$ cat src/rtl/fetch_sequencer_if.sv
// Handshake and memory bus between the fetch sequencer (master) and its
// instruction memory / ALU / consumer environment (slave).
interface fetch_sequencer_if #(
  parameter int DATA_WIDTH        = 8,
  parameter int ADDR_WIDTH        = 12,
  parameter int ULA_WIDTH         = 24,
  parameter int INSTRUCTION_WIDTH = 16,
  parameter int STACK_DEPTH       = 8
);
  localparam int SP_W = $clog2(STACK_DEPTH) + 1;

  logic [ADDR_WIDTH-1:0]        mem_addr;
  logic                         mem_rd;
  logic [INSTRUCTION_WIDTH-1:0] mem_data;
  logic [ULA_WIDTH-1:0]         ula_in;
  logic                         redirect_valid;
  logic [1:0]                   redirect_sel;
  logic                         instr_ready;
  logic                         instr_valid;
  logic [DATA_WIDTH-1:0]        instr_out;
  logic [DATA_WIDTH-1:0]        arg_out;
  logic [ADDR_WIDTH-1:0]        pc_out;
  logic [SP_W-1:0]              sp_out;
  logic                         stack_ovf;
  logic                         stack_unf;
  logic                         halted;

  modport master (
    output mem_addr, mem_rd, instr_valid, instr_out, arg_out, pc_out,
           sp_out, stack_ovf, stack_unf, halted,
    input  mem_data, ula_in, redirect_valid, redirect_sel, instr_ready
  );

  modport slave (
    input  mem_addr, mem_rd, instr_valid, instr_out, arg_out, pc_out,
           sp_out, stack_ovf, stack_unf, halted,
    output mem_data, ula_in, redirect_valid, redirect_sel, instr_ready
  );
endinterface

$ cat src/rtl/fetch_sequencer.sv
// Instruction fetch sequencer: fetches from a synchronous memory, holds each
// instruction behind a valid/ready handshake and applies jump/call/return/halt.
//
// state   | meaning
// --------+------------------------------------------------------------
// S_FETCH | mem_rd asserted, mem_addr = PC
// S_WAIT  | memory word arriving; latch opcode, argument and PC
// S_VALID | instruction held until instr_ready; redirect applied on accept
// S_HALT  | stopped, no fetches until reset
module fetch_sequencer #(
  parameter int DATA_WIDTH        = 8,
  parameter int ADDR_WIDTH        = 12,
  parameter int ULA_WIDTH         = 24,
  parameter int INSTRUCTION_WIDTH = 16,
  parameter int STACK_DEPTH       = 8,
  parameter int RESET_PC          = 0
) (
  input  logic             clk,
  input  logic             rst,
  fetch_sequencer_if.master bus
);
  localparam int SP_W  = $clog2(STACK_DEPTH) + 1;
  localparam int PTR_W = $clog2(STACK_DEPTH);

  typedef enum logic [1:0] {S_FETCH, S_WAIT, S_VALID, S_HALT} state_t;

  localparam logic [1:0] SEL_JUMP   = 2'b00;
  localparam logic [1:0] SEL_CALL   = 2'b01;
  localparam logic [1:0] SEL_RETURN = 2'b10;

  state_t state, state_nxt;

  logic [ADDR_WIDTH-1:0] pc;
  logic [ADDR_WIDTH-1:0] pc_out_q;
  logic [ADDR_WIDTH-1:0] pc_inc;
  logic [ADDR_WIDTH-1:0] ret_addr;
  logic [ADDR_WIDTH-1:0] ula_target;
  logic [DATA_WIDTH-1:0] instr_q;
  logic [DATA_WIDTH-1:0] arg_q;
  logic [SP_W-1:0]       sp;
  logic [SP_W-1:0]       sp_dec;
  logic                  ovf_q;
  logic                  unf_q;
  logic                  hs;
  logic                  full;
  logic                  empty;
  logic                  do_push;
  logic                  mem_rd_c;
  logic                  valid_c;
  logic                  halted_c;
  logic [ADDR_WIDTH-1:0] stack_mem [STACK_DEPTH];

  wire unused_ula_hi = &{1'b0, bus.ula_in[ULA_WIDTH-1:ADDR_WIDTH]};

  assign hs         = (state == S_VALID) && bus.instr_ready;
  assign pc_inc     = pc_out_q + 1'b1;
  assign ula_target = bus.ula_in[ADDR_WIDTH-1:0];
  assign full       = (sp == SP_W'(STACK_DEPTH));
  assign empty      = (sp == '0);
  assign sp_dec     = sp - 1'b1;
  assign ret_addr   = stack_mem[sp_dec[PTR_W-1:0]];
  assign do_push    = hs && bus.redirect_valid && (bus.redirect_sel == SEL_CALL) && !full;

  always_ff @(posedge clk or posedge rst) begin
    if (rst) state <= S_FETCH;
    else     state <= state_nxt;
  end

  always_comb begin
    state_nxt = state;
    case (state)
      S_FETCH: state_nxt = S_WAIT;
      S_WAIT:  state_nxt = S_VALID;
      S_VALID: begin
        if (bus.instr_ready) begin
          if (bus.redirect_valid && (bus.redirect_sel == 2'b11)) state_nxt = S_HALT;
          else                                                   state_nxt = S_FETCH;
        end
      end
      default: state_nxt = S_HALT;
    endcase
  end

  always_comb begin
    mem_rd_c = 1'b0;
    valid_c  = 1'b0;
    halted_c = 1'b0;
    case (state)
      S_FETCH: mem_rd_c = 1'b1;
      S_VALID: valid_c  = 1'b1;
      S_HALT:  halted_c = 1'b1;
      default: ;
    endcase
  end

  // Stack contents are deliberately not reset; only sp defines what is live.
  always_ff @(posedge clk) begin
    if (do_push) stack_mem[sp[PTR_W-1:0]] <= pc_inc;
  end

  always_ff @(posedge clk or posedge rst) begin
    if (rst) begin
      pc       <= ADDR_WIDTH'(RESET_PC);
      pc_out_q <= '0;
      instr_q  <= '0;
      arg_q    <= '0;
      sp       <= '0;
      ovf_q    <= 1'b0;
      unf_q    <= 1'b0;
    end else begin
      if (state == S_WAIT) begin
        instr_q  <= bus.mem_data[INSTRUCTION_WIDTH-1:DATA_WIDTH];
        arg_q    <= bus.mem_data[DATA_WIDTH-1:0];
        pc_out_q <= pc;
      end
      if (hs) begin
        if (!bus.redirect_valid) begin
          pc <= pc_inc;
        end else begin
          case (bus.redirect_sel)
            SEL_JUMP: pc <= ula_target;
            SEL_CALL: begin
              pc <= ula_target;
              if (full) ovf_q <= 1'b1;
              else      sp    <= sp + 1'b1;
            end
            SEL_RETURN: begin
              if (empty) begin
                unf_q <= 1'b1;
                pc    <= pc_inc;
              end else begin
                pc <= ret_addr;
                sp <= sp_dec;
              end
            end
            default: ;
          endcase
        end
      end
    end
  end

  // mem_rd is masked by rst because reset parks the FSM in S_FETCH.
  assign bus.mem_rd      = mem_rd_c & ~rst;
  assign bus.mem_addr    = pc;
  assign bus.instr_valid = valid_c;
  assign bus.halted      = halted_c;
  assign bus.instr_out   = instr_q;
  assign bus.arg_out     = arg_q;
  assign bus.pc_out      = pc_out_q;
  assign bus.sp_out      = sp;
  assign bus.stack_ovf   = ovf_q;
  assign bus.stack_unf   = unf_q;
endmodule

$ cat src/flat_wrapper.sv
// flat-port wrapper written by rule: the top's interface ports become plain ports
module fetch_sequencer_flat 
#(
  parameter int DATA_WIDTH        = 8,
  parameter int ADDR_WIDTH        = 12,
  parameter int ULA_WIDTH         = 24,
  parameter int INSTRUCTION_WIDTH = 16,
  parameter int STACK_DEPTH       = 8,
  parameter int RESET_PC          = 0
)
  (clk, rst, bus_mem_addr, bus_mem_rd, bus_instr_valid, bus_instr_out, bus_arg_out, bus_pc_out, bus_sp_out, bus_stack_ovf, bus_stack_unf, bus_halted, bus_mem_data, bus_ula_in, bus_redirect_valid, bus_redirect_sel, bus_instr_ready);
  fetch_sequencer_if #(.DATA_WIDTH(DATA_WIDTH), .ADDR_WIDTH(ADDR_WIDTH), .ULA_WIDTH(ULA_WIDTH), .INSTRUCTION_WIDTH(INSTRUCTION_WIDTH), .STACK_DEPTH(STACK_DEPTH)) bus_i ();
  input  logic clk;
  input  logic rst;
  output wire logic [$bits(bus_i.mem_addr)-1:0] bus_mem_addr;
  output wire logic [$bits(bus_i.mem_rd)-1:0] bus_mem_rd;
  output wire logic [$bits(bus_i.instr_valid)-1:0] bus_instr_valid;
  output wire logic [$bits(bus_i.instr_out)-1:0] bus_instr_out;
  output wire logic [$bits(bus_i.arg_out)-1:0] bus_arg_out;
  output wire logic [$bits(bus_i.pc_out)-1:0] bus_pc_out;
  output wire logic [$bits(bus_i.sp_out)-1:0] bus_sp_out;
  output wire logic [$bits(bus_i.stack_ovf)-1:0] bus_stack_ovf;
  output wire logic [$bits(bus_i.stack_unf)-1:0] bus_stack_unf;
  output wire logic [$bits(bus_i.halted)-1:0] bus_halted;
  input wire logic [$bits(bus_i.mem_data)-1:0] bus_mem_data;
  input wire logic [$bits(bus_i.ula_in)-1:0] bus_ula_in;
  input wire logic [$bits(bus_i.redirect_valid)-1:0] bus_redirect_valid;
  input wire logic [$bits(bus_i.redirect_sel)-1:0] bus_redirect_sel;
  input wire logic [$bits(bus_i.instr_ready)-1:0] bus_instr_ready;
  assign bus_mem_addr = bus_i.mem_addr;
  assign bus_mem_rd = bus_i.mem_rd;
  assign bus_instr_valid = bus_i.instr_valid;
  assign bus_instr_out = bus_i.instr_out;
  assign bus_arg_out = bus_i.arg_out;
  assign bus_pc_out = bus_i.pc_out;
  assign bus_sp_out = bus_i.sp_out;
  assign bus_stack_ovf = bus_i.stack_ovf;
  assign bus_stack_unf = bus_i.stack_unf;
  assign bus_halted = bus_i.halted;
  assign bus_i.mem_data = bus_mem_data;
  assign bus_i.ula_in = bus_ula_in;
  assign bus_i.redirect_valid = bus_redirect_valid;
  assign bus_i.redirect_sel = bus_redirect_sel;
  assign bus_i.instr_ready = bus_instr_ready;
  fetch_sequencer #(.DATA_WIDTH(DATA_WIDTH), .ADDR_WIDTH(ADDR_WIDTH), .ULA_WIDTH(ULA_WIDTH), .INSTRUCTION_WIDTH(INSTRUCTION_WIDTH), .STACK_DEPTH(STACK_DEPTH), .RESET_PC(RESET_PC)) u_core (.clk(clk), .rst(rst), .bus(bus_i));
endmodule
$ cat config.mk
export PLATFORM = sky130hd
export DESIGN_NAME = fetch_sequencer_flat
export DESIGN_NICKNAME = d
export VERILOG_FILES = /design/src/rtl/fetch_sequencer_if.sv /design/src/rtl/fetch_sequencer.sv /design/src/flat_wrapper.sv
export SDC_FILE = /design/constraint.sdc
export NUM_CORES = 1
export LEC_CHECK = 0
export ABC_AREA = 1
export BUFFER_PORTS_ARGS = -buffer_cell sky130_fd_sc_hd__clkbuf_2
export CAP_MARGIN = 20
export CORE_MARGIN = 10
export CORE_UTILIZATION = 50
export CTS_CLUSTER_SIZE = 10
export DETAILED_ROUTE_END_ITERATION = 12
export PLACE_DENSITY = 0.74
export SLEW_MARGIN = 0
export SYNTH_ARGS = -nofsm -noshare
export SYNTH_HDL_FRONTEND = slang
export SYNTH_SLANG_ARGS = --single-unit
$ cat constraint.sdc
create_clock -name clk -period 2.6 [get_ports clk]
set_clock_uncertainty 0.2 [all_clocks]
set_input_delay 0.26 -clock clk [delete_from_list [all_inputs] [get_ports clk]]
set_output_delay 0.26 -clock clk [all_outputs]
set_load 0.005 [all_outputs]
==> summary.md, run 1 <==
| Metric | Value |
|---|---|
| FP Rows | 42 |
| # resized after CTS | 0 |
| CP cell instances | inv_1 > ha_1 > inv_1 > buf_4 > nand3_1 > nand3_1 > nand3_1 > nand2_1 > nand2_1 > a21oi_1 |
| # setup viols final | 0 |
| Clock transition at path regs | 0.06 ns |
| Hold crit path type | input pin to flip-flop |
| Final HPWL DP | 10,300 microns |
| Post-Syn Area per Cell | 9.29 sq um |
| Commonest non-fill, non-tap cells in the layout | nand2_1, edfxtp_1, inv_1 |
| Max Slew Vio Count | 0 |
| Fin util | 62.2% |
| Drt pass-1 iters | 4 |
| TritonCTS clock tree | yes |
| Yosys warning count | 0 |
| CP Class | flip-flop to flip-flop |
| Hold Buf Count CTS | 26 |
| Final WL | 16,300 microns |
| I/O Pins | 95 |
| Largest net degree at the start of global routing | 54 |
| Die area | 18,500 sq um |
| Slew headroom | 57.4% |
| Library cells used by synthesis | 32 |
| Detail Route Antenna Nets | 0 |
| Die W | 136 microns |
| Gr usage total | 18.1% |
| Maximum clock frequency | 443 MHz |
| Synthesis-to-layout area growth | 21.9% |
| Leak | 0.00379 uW |
| CP Buf/Inv Count | 3 |
| Minimum hold slack | 0.0251 ns |
| Gr ovfl total | 0 |
| Global-route wire length before repair | 26,200 microns |
| CTS Buf Count | 17 |
| Placed cell area | 7390 sq um |
| Most frequent CP cell | nand3_1 |
| Worst Max-Slew Pin Slew | 0.639 ns |
| Placer congestion estimate | 0.786 |
| Sequential share of the synthesized area | 60.7% |
| Initial DRC Count | 260 |
| Worst setup EP type | flip-flop |
| Total core area | 13,200 sq um |
| Status | complete, no violations |
| # clock sinks | 144 |
| NumNets Final | 898 |
| Via/cell ratio | 5.04 |
| Share of cells above drive strength 1 | 18.6% |
| Post-DR wirelength/cell | 15.8 microns |
| Starting Density | 51.0% |
| Critical path data arrival time | 2.38 ns |
| Diode count | 0 |
| Mapped Cells | 724 |
| Count of final hold-check violations | 0 |
| Commonest non-fill, non-tap cell in the layout | nand2_1 |
| Max-cap violations | 0 |
| RSZ-0062 raised after global routing | no |
| Root Buffer | clkbuf_16 |
| Initial antenna violation count | 0 |
| CP required | 2.73 ns |
| Chip height | 136 microns |
| Critical Path Fanout Max | 11 |
| DRC | 0 |
| Final period utilization | 86.9% |
| Post-route cell area | 8200 sq um |
| I/O Buffers | 82 |
| H-tree Lvls | 4 |
| Crit path time final | 2.26 ns |
| CP delay by family, top | buffers and inverters |
| PwrDens | 589 nW/um^2 |
| VDD IR-drop max | 0.000478 V |
| Slowest-stage cell, CP | dfrtp_1 |
| Vias in the first global route | 5,241 |
| Clk_lat worst skew | 0.42 ns |
| Routed vias | 5,201 |
| Synthesis-stage register bit count | 144 |
| Net Count, Synth | 778 |
| CP max stage delay | 0.42 ns |
| Worst-case clock buffer depth | 2 |
| Post-CTS Setup Inserts | 0 |
| Startpoint Class | flip-flop |
| Synthesized area | 6730 sq um |
[stage by stage]
stage          std cells  setup TNS (ns)  total power (uW)  setup slack, ns
2_1_floorplan        724          -12.16              2520           -0.253
3_3_place_gp         975               0              2570            0.419
3_5_place_dp         975               0              2570            0.393
4_1_cts             1032               0              4850            0.313
5_1_grt             1032               0              4960            0.199
6_report            1032               0              4830            0.341
[registers in the layout (all words and copies together) (netlist names)]
signal / flops
u_core.stack_mem: 96
u_core.bus.sp_out: 4
u_core.bus.pc_out: 12
u_core.state: 2
u_core.bus.arg_out: 8
u_core.bus.stack_ovf: 1
u_core.bus.stack_unf: 1
u_core.bus.instr_out: 8
u_core.bus.mem_addr: 12
[worst min-delay path: stages]
cell and delay [ns]:
clkbuf_2 0.09, nand2_1 0.06, nand2_1 0.07, nand2_1 0.06, a21oi_1 0.05
[routing by layer]
metal	up-vias	wire length, microns	GRT usage (%)	share of wire (%)
li1	2551	-	-	-
met2	179	8120	30.6	50
met4	0	293	6.92	1.8
met5	-	0	0	0
met1	2446	6510	20.7	40
met3	25	1360	6.01	8.3
[area by class of cell]
type | instances | area, sq um
Fill cell | 996 | 4990
Timing Repair Buffer | 131 | 856
Inverter | 94 | 363
Tap cell | 176 | 220
Sequential cell | 144 | 4080
Multi-Input combinational cell | 456 | 2130
Clock inverter | 12 | 120
Clock buffer | 19 | 433
[Yosys cell counts]
cell type  number  area, sq um
nand2_1       253          950
edfxtp_1       96         2880
inv_1          89          334
nand3_1        82          410
dfrtp_1        48         1200
nor2_1         39          146
buf_2          22          110
o21ai_0        20          100
a21oi_1        11         55.1
ha_1            8          100
xor2_1          7         61.3
buf_4           5         37.5
nand2_4         5         56.3
nor3_1          5         25.0
a21oi_2         4         35.0
nand4_1         4         25.0
and2_1          3         18.8
inv_2           3         11.3
nor2_2          3         18.8
o21bai_1        3         22.5
buf_6           2         22.5
nor3_2          2         20.0
clkbuf_1        1         3.75
clkinv_4        1         8.76
inv_6           1         8.76
nand3b_1        1         7.51
nor2_4          1         11.3
nor3_4          1         16.3
o211ai_1        1         7.51
o22ai_1         1         6.26
or2_2           1         6.26
xnor2_1         1         8.76
[cell families after synthesis]
family	synth area share (%)
DFF	60.7
buffers and inverters	7.98
AOI/OAI and AO/OA	3.37
xor gates and xnor gates	1.04
adders and majority gates	1.49
and+or+nand+nor	25.4
[power by group]
| group | switching, uW | internal [uW] |
|---|---|---|
| clock network | 886 | 1390 |
| registers | 0 | 2420 |
| logic | 69.3 | 62.3 |
[path summary, 6_finish.rpt]
path / from / endpoint / slack, ns / cells after the start
hold / removal: bus_ula_in[2] / u_core.bus.mem_addr[2]$_DFFE_PP0P_ / 0.03 / 5
setup reg to reg: u_core.bus.sp_out[1]$_DFFE_PP0P_ / u_core.bus.mem_addr[4]$_DFFE_PP0P_ / 0.34 / 10
setup / recovery: u_core.bus.sp_out[1]$_DFFE_PP0P_ / u_core.bus.mem_addr[4]$_DFFE_PP0P_ / 0.34 / 10
hold reg to reg: u_core.bus.arg_out[0]$_DFFE_PP0N_ / u_core.bus.arg_out[0]$_DFFE_PP0N_ / 0.28 / 2
min in group asynchronous: rst / u_core.state[0]$_DFFE_PP0P_ / 0.05 / 3
max in group asynchronous: rst / u_core.bus.mem_addr[8]$_DFFE_PP0P_ / 1.71 / 4
(Power assumes the default switching activity.)
==> inputs of run 2 (changes only) <==
--- a/config.mk
+++ b/config.mk
@@ -7,8 +7,8 @@
 export LEC_CHECK = 0
 export ABC_AREA = 1
 export BUFFER_PORTS_ARGS = -buffer_cell sky130_fd_sc_hd__clkbuf_2
-export CAP_MARGIN = 20
-export CORE_MARGIN = 10
+export CAP_MARGIN = 30
+export CORE_MARGIN = 5
 export CORE_UTILIZATION = 50
 export CTS_CLUSTER_SIZE = 10
 export DETAILED_ROUTE_END_ITERATION = 12
==> constraint.sdc (replaced) <==
create_clock -name clk -period 2.6 [get_ports clk]
set_clock_uncertainty 0.2 [all_clocks]
set_input_delay 0.52 -clock clk [delete_from_list [all_inputs] [get_ports clk]]
set_output_delay 0.52 -clock clk [all_outputs]
set_load 0.005 [all_outputs]
==> summary.md, run 2 (same netlist as run 1, synthesis figures left out) <==
| Metric | Value |
|---|---|
| Status | complete, no violations |
| CP Launch Point | u_core.bus.sp_out[1]$_DFFE_PP0P_ |
| Slew headroom | 48.4% (-9.0 points) |
| Critical path data arrival time | 2.16 ns (-0.22 ns) |
| Number of flip-flops under the largest register name | 96 (unchanged) |
| Share of cells above drive strength 1 | 19.5% (+0.90 points) |
| Global-route wire length before repair | 25,600 microns (-2.5%) |
| Diode count | 0 (unchanged) |
| Leak | 0.00373 uW (-1.6%) |
| Hold Buf Count CTS | 0 (-100%) |
| Clk_lat worst skew | 0.41 ns (about the same) |
| Total core area | 13,200 sq um (+0.40%) |
| H-tree Lvls | 4 (unchanged) |
| Commonest non-fill, non-tap cell in the layout | nand2_1 |
| Vias in the first global route | 5,134 (-2.0%) |
| Root Buffer | clkbuf_16 |
| Die W | 126 microns (-7.4%) |
| CP Class | flip-flop to flip-flop |
| CTS Buf Count | 17 (unchanged) |
| Crit path time final | 2.26 ns (-0.00150 ns) |
| Reg2Reg Depth | 8 (-2) |
| NumNets Final | 873 (-2.8%) |
| PnR worst setup slack | 0.342 ns (+0.00150 ns) |
| Pre-CTS setup slack | 0.286 ns (-0.107 ns) |
| Max-cap violations | 0 (unchanged) |
| DRC | 0 (unchanged) |
| Clock transition at path regs | 0.05 ns (about the same) |
| Largest net degree at the start of global routing | 54 (unchanged) |
| Worst R2R Start | u_core.bus.sp_out[1]$_DFFE_PP0P_ |
| Chip height | 126 microns (-7.4%) |
| Worst setup EP type | flip-flop |
| Worst Max-Slew Pin Slew | 0.772 ns (+0.133 ns) |
| Initial DRC Count | 352 (+35%) |
| Setup TNS | 0 ns (unchanged) |
| Critical Path End | u_core.stack_mem[2][5]$_DFFE_PP_ |
| Hold crit path type | input pin to asynchronous set/reset pin |
| TritonCTS clock tree | yes |
| PwrDens | 640 nW/um^2 (+8.6%) |
| Critical Path Fanout Max | 12 (+1) |
| Final WL | 15,800 microns (-2.8%) |
| RSZ-0062 raised after global routing | no |
| FP Rows | 42 (unchanged) |
| Final HPWL DP | 9960 microns (-3.6%) |
| Minimum hold slack | 0.0556 ns (+0.0305 ns) |
| # resized after CTS | 0 (unchanged) |
| Initial antenna violation count | 0 (unchanged) |
| Drt pass-1 iters | 5 (+1) |
| R2R Setup Slk | 0.34 ns (about the same) |
| Gr ovfl total | 0 (unchanged) |
| Routed vias | 5,138 (-1.2%) |
| Detail Route Antenna Nets | 0 (unchanged) |
| # setup viols final | 0 (unchanged) |
| Placer congestion estimate | 0.804 (+2.3%) |
| Starting Density | 50.8% (-0.20 points) |
| Via/cell ratio | 5.10 (+1.1%) |
| # clock sinks | 144 (unchanged) |
| Max Slew Vio Count | 0 (unchanged) |
| I/O Buffers | 82 (unchanged) |
| Die area | 15,900 sq um (-14%) |
| Commonest non-fill, non-tap cells in the layout | nand2_1, edfxtp_1, inv_1 |
| Worst-case clock buffer depth | 2 (unchanged) |
| Count of final hold-check violations | 0 (unchanged) |
| FF-to-FF End | u_core.stack_mem[2][5]$_DFFE_PP_ |
| VDD IR-drop max | 0.000545 V (+14%) |
| Post-DR wirelength/cell | 15.7 microns (-0.53%) |
| CP required | 2.50 ns (-0.23 ns) |
| I/O Pins | 95 (unchanged) |
| Maximum clock frequency | 443 MHz (about the same) |
| Final period utilization | 86.8% (about the same) |
| Gr usage total | 20.4% (+2.4 points) |
| Post-CTS Setup Inserts | 0 (unchanged) |
| Synthesis-to-layout area growth | 19.5% |
| Startpoint Class | flip-flop |
[run 2: changes by cell type in the layout (fill, tap and decap cells not counted)]
cell,before,now
clkbuf_8,0,2
buf_4,22,23
clkinv_4,3,2
clkinv_2,4,3
bufinv_16,2,5
dlygate4sd3_1,26,0
clkbuf_1,2,1
clkinvlp_4,2,1
[run 2: how the worst min path moves through the flow]
stage | from | end | slack (ns)
final | rst | u_core.state[0]$_DFFE_PP0P_ | 0.06
after global routing | bus_mem_data[8] | u_core.bus.instr_out[0]$_DFFE_PP0N_ | 0.10
after CTS | rst | u_core.bus.stack_unf$_DFFE_PP0P_ | 0.08
after detailed placement | u_core.bus.arg_out[1]$_DFFE_PP0N_ | u_core.bus.arg_out[1]$_DFFE_PP0N_ | 0.26
after global placement | u_core.bus.arg_out[3]$_DFFE_PP0N_ | u_core.bus.arg_out[3]$_DFFE_PP0N_ | 0.26
after floorplan | u_core.bus.arg_out[3]$_DFFE_PP0N_ | u_core.bus.arg_out[3]$_DFFE_PP0N_ | 0.27
[run 2: layout make-up]
class | instances | area, sq um
sequential | 144 | 4080
clock buffer | 20 | 457
tap | 176 | 220
multi-input combinational | 456 | 2130
fill | 1082 | 5200
timing repair buffer | 106 | 603
clock inverter | 12 | 189
inverter | 94 | 363
[run 2: critical path, stage by stage (launching register included)]
cell,delay (ns)
dfrtp_1,0.43
inv_1,0.08
ha_1,0.18
inv_1,0.12
nor3_2,0.07
nor3_2,0.26
nand2_1,0.18
nor3_2,0.16
buf_4,0.26
[run 2: where the power goes]
group / total (uW) / switching, uW / internal, uW
Combinational: 98.4 / 62.9 / 35.5
Clock: 2630 / 883 / 1740
Sequential: 2420 / 0 / 2420
Total: 5150 / 946 / 4200
[run 2: stage by stage]
step / power, uW / util (%) / cell area, sq um / instances
after floorplan: 2520 / - / 6730 / 724
after global placement: 2570 / 55.9 / 7400 / 976
after detailed placement: 2570 / 55.9 / 7400 / 976
after CTS: 5170 / 60.7 / 8040 / 1008
after global routing: 5280 / 60.7 / 8040 / 1008
final: 5150 / 60.7 / 8040 / 1008
[run 2: layer usage]
| metal | vias to the layer above | GRT usage, % | routed length [microns] |
|---|---|---|---|
| met5 | - | 0 | 0 |
| met3 | 28 | 5.00 | 1240 |
| li1 | 2498 | - | - |
| met4 | 0 | 8.77 | 332 |
| met2 | 260 | 34.8 | 7920 |
| met1 | 2352 | 24.8 | 6330 |
